**src/rtl/fetch_run_controller.sv**
```systemverilog
// rtl/fetch_run_controller.sv - byte-stream program loader and PC run/step sequencer for the fetch stage
// Loads program words from the debug UART, then drives PC clear/enable in continuous or single-step mode until HALT.
module fetch_run_controller #(
    parameter int NB_INSTRUC        = 32,
    parameter int NB_BYTE           = 8,
    parameter int RAM_DEPTH_PROGRAM = 2048,
    parameter int NB_MEM_ADDR       = 11
) (
    input  logic                   i_clk,
    input  logic                   i_rst,
    input  logic [NB_BYTE-1:0]     i_rx_data,
    input  logic                   i_rx_valid,
    input  logic                   i_halt,
    output logic                   o_mem_wr_en,
    output logic [NB_MEM_ADDR-1:0] o_mem_wr_addr,
    output logic [NB_INSTRUC-1:0]  o_mem_wr_data,
    output logic                   o_pc_clear,
    output logic                   o_pc_enable,
    output logic [NB_MEM_ADDR:0]   o_loaded_count,
    output logic [2:0]             o_state,
    output logic                   o_done,
    output logic                   o_error
);

    localparam int NB_CNT         = NB_MEM_ADDR + 1;
    localparam int NB_LEN         = 2 * NB_BYTE;
    localparam int BYTES_PER_WORD = NB_INSTRUC / NB_BYTE;
    localparam int NB_BIDX        = $clog2(BYTES_PER_WORD);
    localparam int NB_SHIFT       = NB_INSTRUC - NB_BYTE;

    localparam logic [NB_BIDX-1:0] LAST_BYTE = NB_BIDX'(BYTES_PER_WORD - 1);
    localparam logic [NB_LEN-1:0]  MAX_WORDS = NB_LEN'(RAM_DEPTH_PROGRAM);

    localparam logic [NB_BYTE-1:0] CMD_LOAD  = NB_BYTE'(8'h4C);
    localparam logic [NB_BYTE-1:0] CMD_CONT  = NB_BYTE'(8'h43);
    localparam logic [NB_BYTE-1:0] CMD_STEP  = NB_BYTE'(8'h53);
    localparam logic [NB_BYTE-1:0] CMD_NEXT  = NB_BYTE'(8'h4E);
    localparam logic [NB_BYTE-1:0] CMD_HALT  = NB_BYTE'(8'h48);
    localparam logic [NB_BYTE-1:0] CMD_RESET = NB_BYTE'(8'h52);

    typedef enum logic [2:0] {
        ST_IDLE   = 3'd0,
        ST_CNT_HI = 3'd1,
        ST_CNT_LO = 3'd2,
        ST_LOAD   = 3'd3,
        ST_RUN    = 3'd4,
        ST_STEP   = 3'd5,
        ST_DONE   = 3'd6
    } state_t;

    state_t                r_state;
    logic [NB_BYTE-1:0]    r_cnt_hi;
    logic [NB_CNT-1:0]     r_word_total;
    logic [NB_CNT-1:0]     r_word_idx;
    logic [NB_BIDX-1:0]    r_byte_idx;
    logic [NB_SHIFT-1:0]   r_shift;
    logic                  r_wr_en;
    logic [NB_MEM_ADDR-1:0] r_wr_addr;
    logic [NB_INSTRUC-1:0] r_wr_data;
    logic                  r_pc_clear;
    logic                  r_pc_enable;
    logic [NB_CNT-1:0]     r_loaded_count;
    logic                  r_error;

    state_t                w_state_nxt;
    logic [NB_BYTE-1:0]    w_cnt_hi_nxt;
    logic [NB_CNT-1:0]     w_word_total_nxt;
    logic [NB_CNT-1:0]     w_word_idx_nxt;
    logic [NB_BIDX-1:0]    w_byte_idx_nxt;
    logic [NB_SHIFT-1:0]   w_shift_nxt;
    logic                  w_wr_en_nxt;
    logic [NB_MEM_ADDR-1:0] w_wr_addr_nxt;
    logic [NB_INSTRUC-1:0] w_wr_data_nxt;
    logic                  w_pc_clear_nxt;
    logic                  w_pc_enable_nxt;
    logic [NB_CNT-1:0]     w_loaded_count_nxt;
    logic                  w_error_nxt;

    logic [NB_LEN-1:0]     w_count;
    logic [NB_CNT-1:0]     w_word_idx_inc;
    logic                  w_stop;

    assign w_count        = {r_cnt_hi, i_rx_data};
    assign w_word_idx_inc = r_word_idx + NB_CNT'(1);
    // A pipeline HALT and a host 'H' byte end RUN/STEP identically
    assign w_stop         = i_halt || (i_rx_valid && (i_rx_data == CMD_HALT));

    always_comb begin
        w_state_nxt        = r_state;
        w_cnt_hi_nxt       = r_cnt_hi;
        w_word_total_nxt   = r_word_total;
        w_word_idx_nxt     = r_word_idx;
        w_byte_idx_nxt     = r_byte_idx;
        w_shift_nxt        = r_shift;
        w_wr_en_nxt        = 1'b0;
        w_wr_addr_nxt      = r_wr_addr;
        w_wr_data_nxt      = r_wr_data;
        w_pc_clear_nxt     = 1'b0;
        w_pc_enable_nxt    = 1'b0;
        w_loaded_count_nxt = r_loaded_count;
        w_error_nxt        = r_error;

        case (r_state)
            ST_IDLE: begin
                if (i_rx_valid) begin
                    if (i_rx_data == CMD_LOAD) begin
                        // Memory is about to be overwritten, so the old count no longer describes it
                        w_state_nxt        = ST_CNT_HI;
                        w_error_nxt        = 1'b0;
                        w_loaded_count_nxt = '0;
                        w_word_idx_nxt     = '0;
                        w_byte_idx_nxt     = '0;
                    end else if ((i_rx_data == CMD_CONT) && (r_loaded_count != '0)) begin
                        w_state_nxt    = ST_RUN;
                        w_pc_clear_nxt = 1'b1;
                    end else if ((i_rx_data == CMD_STEP) && (r_loaded_count != '0)) begin
                        w_state_nxt    = ST_STEP;
                        w_pc_clear_nxt = 1'b1;
                    end
                end
            end
            ST_CNT_HI: begin
                if (i_rx_valid) begin
                    w_cnt_hi_nxt = i_rx_data;
                    w_state_nxt  = ST_CNT_LO;
                end
            end
            ST_CNT_LO: begin
                if (i_rx_valid) begin
                    if (w_count == '0) begin
                        w_state_nxt = ST_IDLE;
                    end else if (w_count > MAX_WORDS) begin
                        w_state_nxt = ST_IDLE;
                        w_error_nxt = 1'b1;
                    end else begin
                        w_word_total_nxt = w_count[NB_CNT-1:0];
                        w_state_nxt      = ST_LOAD;
                    end
                end
            end
            ST_LOAD: begin
                if (i_rx_valid) begin
                    if (r_byte_idx == LAST_BYTE) begin
                        w_wr_en_nxt    = 1'b1;
                        w_wr_addr_nxt  = r_word_idx[NB_MEM_ADDR-1:0];
                        w_wr_data_nxt  = {r_shift, i_rx_data};
                        w_byte_idx_nxt = '0;
                        w_word_idx_nxt = w_word_idx_inc;
                        if (w_word_idx_inc == r_word_total) begin
                            w_loaded_count_nxt = r_word_total;
                            w_state_nxt        = ST_IDLE;
                        end
                    end else begin
                        w_shift_nxt    = {r_shift[NB_SHIFT-NB_BYTE-1:0], i_rx_data};
                        w_byte_idx_nxt = r_byte_idx + NB_BIDX'(1);
                    end
                end
            end
            ST_RUN: begin
                if (w_stop) begin
                    w_state_nxt = ST_DONE;
                end else begin
                    w_pc_enable_nxt = 1'b1;
                end
            end
            ST_STEP: begin
                // Halt has priority over a coincident 'N': no enable pulse is issued
                if (w_stop) begin
                    w_state_nxt = ST_DONE;
                end else if (i_rx_valid && (i_rx_data == CMD_NEXT)) begin
                    w_pc_enable_nxt = 1'b1;
                end
            end
            ST_DONE: begin
                if (i_rx_valid && (i_rx_data == CMD_RESET)) begin
                    w_state_nxt = ST_IDLE;
                end
            end
            default: begin
                w_state_nxt = ST_IDLE;
            end
        endcase
    end

    always_ff @(posedge i_clk or negedge i_rst) begin
        if (!i_rst) begin
            r_state        <= ST_IDLE;
            r_cnt_hi       <= '0;
            r_word_total   <= '0;
            r_word_idx     <= '0;
            r_byte_idx     <= '0;
            r_shift        <= '0;
            r_wr_en        <= 1'b0;
            r_wr_addr      <= '0;
            r_wr_data      <= '0;
            r_pc_clear     <= 1'b0;
            r_pc_enable    <= 1'b0;
            r_loaded_count <= '0;
            r_error        <= 1'b0;
        end else begin
            r_state        <= w_state_nxt;
            r_cnt_hi       <= w_cnt_hi_nxt;
            r_word_total   <= w_word_total_nxt;
            r_word_idx     <= w_word_idx_nxt;
            r_byte_idx     <= w_byte_idx_nxt;
            r_shift        <= w_shift_nxt;
            r_wr_en        <= w_wr_en_nxt;
            r_wr_addr      <= w_wr_addr_nxt;
            r_wr_data      <= w_wr_data_nxt;
            r_pc_clear     <= w_pc_clear_nxt;
            r_pc_enable    <= w_pc_enable_nxt;
            r_loaded_count <= w_loaded_count_nxt;
            r_error        <= w_error_nxt;
        end
    end

    assign o_mem_wr_en    = r_wr_en;
    assign o_mem_wr_addr  = r_wr_addr;
    assign o_mem_wr_data  = r_wr_data;
    assign o_pc_clear     = r_pc_clear;
    assign o_pc_enable    = r_pc_enable;
    assign o_loaded_count = r_loaded_count;
    assign o_state        = r_state;
    assign o_done         = (r_state == ST_DONE);
    assign o_error        = r_error;

endmodule

```
**config.mk**
```make
export PLATFORM = sky130hd
export DESIGN_NAME = fetch_run_controller
export DESIGN_NICKNAME = d
export VERILOG_FILES = /design/src/rtl/fetch_run_controller.sv
export SDC_FILE = /design/constraint.sdc
export NUM_CORES = 1
export LEC_CHECK = 0
export CAP_MARGIN = 20
export CORE_MARGIN = 5
export CORE_UTILIZATION = 61
export CTS_BUF_LIST = sky130_fd_sc_hd__clkbuf_8
export CTS_CLUSTER_DIAMETER = 60
export CTS_CLUSTER_SIZE = 14
export DETAILED_ROUTE_END_ITERATION = 8
export HOLD_SLACK_MARGIN = 0.02
export PLACE_DENSITY = 0.86
export SYNTH_ARGS = -nofsm -noshare
export SYNTH_HDL_FRONTEND = slang
export SYNTH_SLANG_ARGS = --single-unit
export TNS_END_PERCENT = 100
```
**constraint.sdc**
```tcl
create_clock -name i_clk -period 5.1 [get_ports i_clk]
set_input_delay 0.51 -clock i_clk [delete_from_list [all_inputs] [get_ports i_clk]]
set_output_delay 0.51 -clock i_clk [all_outputs]
set_load 0.02 [all_outputs]
```
Word-level counts from Yosys, hierarchy flattened. Index checks and enable logic that the tools add are counted.

Register bits: 120. Output and inout port bits: 63. Word-level logic and storage cells: 112. Input bits: 12.

Equality and inequality tests: 26. Reductions and logical operators: 21. Bitwise gates (word level): 3. Add/sub/neg operators: 2. Muxes and demuxes: 46. Magnitude comparators: 1.

Operators with widths (count): $mux W12 (7); $eq A8 B7 Y1 const B (6); $pmux W12 S2 (2); $mux W3 (11); $ne A2 B2 Y1 const B (9); $pmux W3 S6 (1); $gt A16 B12 Y1 const B (1); $logic_not A16 Y1 (1); $mux W1 (16); $add A12 B1 Y12 const B (1); $eq A12 B12 Y1 (1); $mux W2 (6); $reduce_and A6 Y1 (2); $reduce_bool A12 Y1 (1); $eq A3 B3 Y1 const B (3); $reduce_and A9 Y1 (1); $reduce_and A4 Y1 (2); $eq A3 B2 Y1 const B (2); $reduce_and A3 Y1 (2); $logic_and A1 B1 Y1 (5); $reduce_and A5 Y1 (1); $ne A2 B1 Y1 const B (2); $ne A4 B4 Y1 const B (1); $pmux W1 S2 (2); 10 further kinds (13).

Logic depth before layout (Yosys ltp).
Depth in word-level cells: 7. Depth in mapped cells: 9.

Worst setup path before layout. Ideal clock, no wire load.

Path type: input to register. Start point: input port i_rx_data[1]. End point: register r_word_total[10]. Stages on the path: 7. Setup slack: 2.858 ns. Arrival: 2.115 ns. Cell sequence: or4_1 and4b_1 xor2_1 nor2_1 nand2_2 buf_6 mux2_1.

Word-level cells in the longest chain between the ends: 3.

Ends and longest elaborated chain: from (decl) (line 11) `input logic [NB_BYTE-1:0] i_rx_data,`; $gt A16 B12 Y1 / $logic_not A16 Y1 (equally long branches) (line 132, 130); $not A1 Y1 (no line); $reduce_and A4 Y1 (no line) *; to (signal assigned) (line 203) `r_word_total <= w_word_total_nxt;`; to (decl) (line 53) `logic [NB_CNT-1:0] r_word_total;`.

Every way passes the cells marked *; elsewhere a longest branch is shown, timed or not. A chain may end at the register's enable or synchronous reset.

Worst setup path after layout.
Start point: register r_word_idx[0]. End point: register r_loaded_count[1], in the netlist o_loaded_count[1].

Word-level cells in the longest chain between the ends: 4.

Ends and longest elaborated chain: from (decl) (line 54) `logic [NB_CNT-1:0] r_word_idx;`; from (signal assigned) (line 204) `r_word_idx <= w_word_idx_nxt;`; $add A12 B1 Y12 (line 84) `assign w_word_idx_inc = r_word_idx + NB_CNT'(1);`; $eq A12 B12 Y1 (line 149) `if (w_word_idx_inc == r_word_total) begin`; $ne A2 B2 Y1 (no line); $reduce_and A6 Y1 (no line); to (signal assigned) (line 212) `r_loaded_count <= w_loaded_count_nxt;`; to (decl) (line 62) `logic [NB_CNT-1:0] r_loaded_count;`.

No other way between the ends.

==> flow_summary.json <==
{
  "io_pins": 75,
  "tightest_slew_ps": 1050,
  "cts_tree": "built",
  "p_total_w": 0.00385,
  "synth_xor_xnor_area_share_pct": 2.21,
  "drive_gt1_share_pct": 15.3,
  "ctsHoldBuffers": 0,
  "syn_area_per_cell_um2": 10.1,
  "wire_per_inst_um": 18.2,
  "ys_seq_elements": 120,
  "initial_utilization_pct": 62.9,
  "synth_top_family_by_area": "simple AND/OR/NAND/NOR gates",
  "nFillCells": 560,
  "synth_cell_types": 58,
  "reg2reg_from": "r_word_idx[0]$_DFFE_PN0P_",
  "finalHoldViolations": 0,
  "dp_hpwl_mm": 8.72,
  "critPathRequiredTime_ps": 5390,
  "die_y_um": 105,
  "synthSimpleGateAreaFrac_pct": 20.1,
  "timing.rr.end": "o_loaded_count[1]$_DFFE_PN0P_",
  "cp-end-kind": "register",
  "port_buffers": 74,
  "fin_skew_ps": 8.56,
  "grt_pass1_vias": 4507,
  "drcViolationCount": 0,
  "multi_input_area_um2": 2310,
  "rsz0062_at_grt": "false",
  "setup_violations": 0,
  "grt_start_max_net_pins": 67,
  "synth_ff_type": "dfrtp_1",
  "leakage_nw": 3.17,
  "crit_path_max_fanout": 14,
  "maxClockFrequency_mhz": 348,
  "cts_max_level": 4,
  "arrival_ps": 3160,
  "final_common_cell": "nand2_1",
  "synth_edf_count": 0,
  "ys_warn_count": 0,
  "antenna_found_initial": 0,
  "track_usage_pct": 25.2,
  "hold_path_class": "input port to asynchronous set/reset pin",
  "via_per_inst": 6.00,
  "clockBufferDepth": 2,
  "setup_tns_ps": 0,
  "final_cell_mix": "nand2_1 (168), dfrtp_1 (120), clkdlybuf4s50_1 (73)",
  "slew_viol_final": 0,
  "reg2regPathDepth": 7,
  "crit_type": "register to register",
  "final_cell_area_um2": 6740,
  "die_x_um": 105,
  "status": "finished, final reports clean",
  "min_period_over_period_pct": 56.3,
  "rrSetupSlack_ps": 2230,
  "cellPowerDensity_nw_per_um2": 572,
  "yosys-mux-area-fraction_pct": 8.51,
  "netlist_instances": 550,
  "setup_ws_ps": 2230,
  "grt_pass1_wl_mm": 22.3,
  "areaGrowthSynthToFinish_pct": 21.5,
  "synth_area_um2": 5540,
  "overflow": 0,
  "synthAdderAreaFrac_pct": 0.677,
  "synth_compound_area_share_pct": 10.1,
  "seq_area_um2": 3000,
  "async_flop_share_pct": 100,
  "placedInstanceArea_um2": 6280,
  "clk_pin_slew_worst_paths_ps": 80,
  "nets": 631,
  "root_buffer": "clkbuf_8",
  "die_area_um2": 11100,
  "vdd_ir_drop_max_uv": 359,
  "post_cts_resized": 0,
  "diodes": 0,
  "syn_nets": 565,
  "floorplan.rows": 34,
  "finalCoreUtilization_pct": 76.5,
  "post_cts_buffers": 0,
  "core_um2": 8810,
  "cts.sinks": 120,
  "drt_wl_total_mm": 13.4,
  "period_needed_ps": 2870,
  "seq_area_frac_synth_pct": 54.2,
  "first_pass_iters": 5,
  "max_cap_viol_count": 0,
  "slew_headroom_pct": 30.1,
  "cts_buffers": 17,
  "ant_nets": 0,
  "clkLatencyLatePin_ps": 440,
  "pre_cts_slack_ps": 2200,
  "routabilityCongestion": 0.887,
  "start_kind": "register",
  "drtIter0Drc": 318,
  "num_vias": 4418
}
[synth_stat cells, types with 2 or more instances]
library cell | n | area, um^2
nand2b_1 | 6 | 37.5
nor4_1 | 6 | 37.5
o21ai_0 | 23 | 115
or4_1 | 3 | 22.5
o221ai_1 | 2 | 17.5
or3_1 | 2 | 12.5
o211ai_1 | 2 | 15.0
buf_6 | 4 | 45.0
o211a_1 | 2 | 20.0
ha_1 | 3 | 37.5
and3_1 | 3 | 18.8
buf_1 | 4 | 15.0
o31ai_1 | 4 | 30.0
inv_1 | 17 | 63.8
o41ai_1 | 2 | 17.5
nor3_1 | 7 | 35.0
xor2_1 | 5 | 43.8
nand3_1 | 14 | 70.1
a31oi_1 | 2 | 12.5
and4_1 | 3 | 26.3
o221ai_2 | 10 | 150
xnor2_1 | 9 | 78.8
a21oi_1 | 11 | 55.1
clkbuf_1 | 13 | 48.8
and2_1 | 3 | 18.8
nor2_1 | 16 | 60.1
mux2_2 | 40 | 450
buf_2 | 10 | 50.1
nand4_1 | 4 | 25.0
nor2b_1 | 4 | 25.0
dfrtp_1 | 120 | 3000
nand2_1 | 168 | 631
and3b_1 | 2 | 17.5
o21ai_1 | 2 | 10.0
[worst max-delay path by stage]
stage	start	end	slack [ps]	cells after the start
3_5_place_dp	i_rx_data[0]	r_word_total[11]$_DFFE_PN0P_	2200	7
6_report	r_word_idx[0]$_DFFE_PN0P_	o_loaded_count[1]$_DFFE_PN0P_	2230	7
3_3_place_gp	i_rx_data[0]	r_word_total[10]$_DFFE_PN0P_	2240	7
5_1_grt	r_word_idx[0]$_DFFE_PN0P_	o_loaded_count[1]$_DFFE_PN0P_	2060	7
4_1_cts	r_word_idx[0]$_DFFE_PN0P_	o_loaded_count[1]$_DFFE_PN0P_	2330	7
2_1_floorplan	i_rx_data[1]	r_word_total[10]$_DFFE_PN0P_	2860	7
[flip-flops by register name, summed over array words and instances, names as in the netlist]
| register | cells |
|---|---|
| r_cnt_hi | 8 |
| r_word_idx | 12 |
| o_error | 1 |
| o_pc_enable | 1 |
| r_byte_idx | 2 |
| r_word_total | 12 |
| o_pc_clear | 1 |
| o_mem_wr_data | 32 |
| o_mem_wr_addr | 11 |
| r_shift | 24 |
| o_loaded_count | 12 |
| o_mem_wr_en | 1 |
| o_state | 3 |
[area by class of cell]
cell class	count	area share, %
clock buffers	17	3.47
clock inverters	14	3.12
inverters	17	0.947
multi-input cells	381	34.3
flip-flops and latches	120	44.6
well taps	108	2.01
repair buffers	79	11.5
[power by group]
group          total (W)  internal [W]  leakage (nW)  switching, W
logic            0.00128      0.000628          1.42      0.000654
registers        0.00161       0.00128          1.53      0.000323
clock network   0.000965      0.000544         0.224      0.000421
[per-layer routing]
metal | track usage (%) | wire, um
met1 | 31.5 | 5340
met2 | 41.0 | 6640
met3 | 6.78 | 995
met4 | 11.3 | 441
met5 | 0 | 0
[worst max-delay path: stages, from the launching register on]
cell and delay, ps:
dfrtp_1 580, ha_1 360, and3_1 300, a21oi_1 110, nor3_1 290, o211ai_1 190, o21ai_2 690, o221ai_1 200
[cells by family (layout without fill, tap and decap cells)]
logic type      after synthesis  count (layout)
compound gates               73              73
xor+xnor                     14              14
fa+ha+maj                     3               3
buf+inv                      49             127
flops                       120             120
mux                          42              42
simple gates                249             249
[metrics by stage]
step                      instances  hold WS [ps]
after CTS                       735           173
after detailed placement        704           462
final                           736           160
after global placement          704           451
after global routing            736           217
after floorplan                 550           214
No activity file was read; power rests on OpenSTA's default activity.
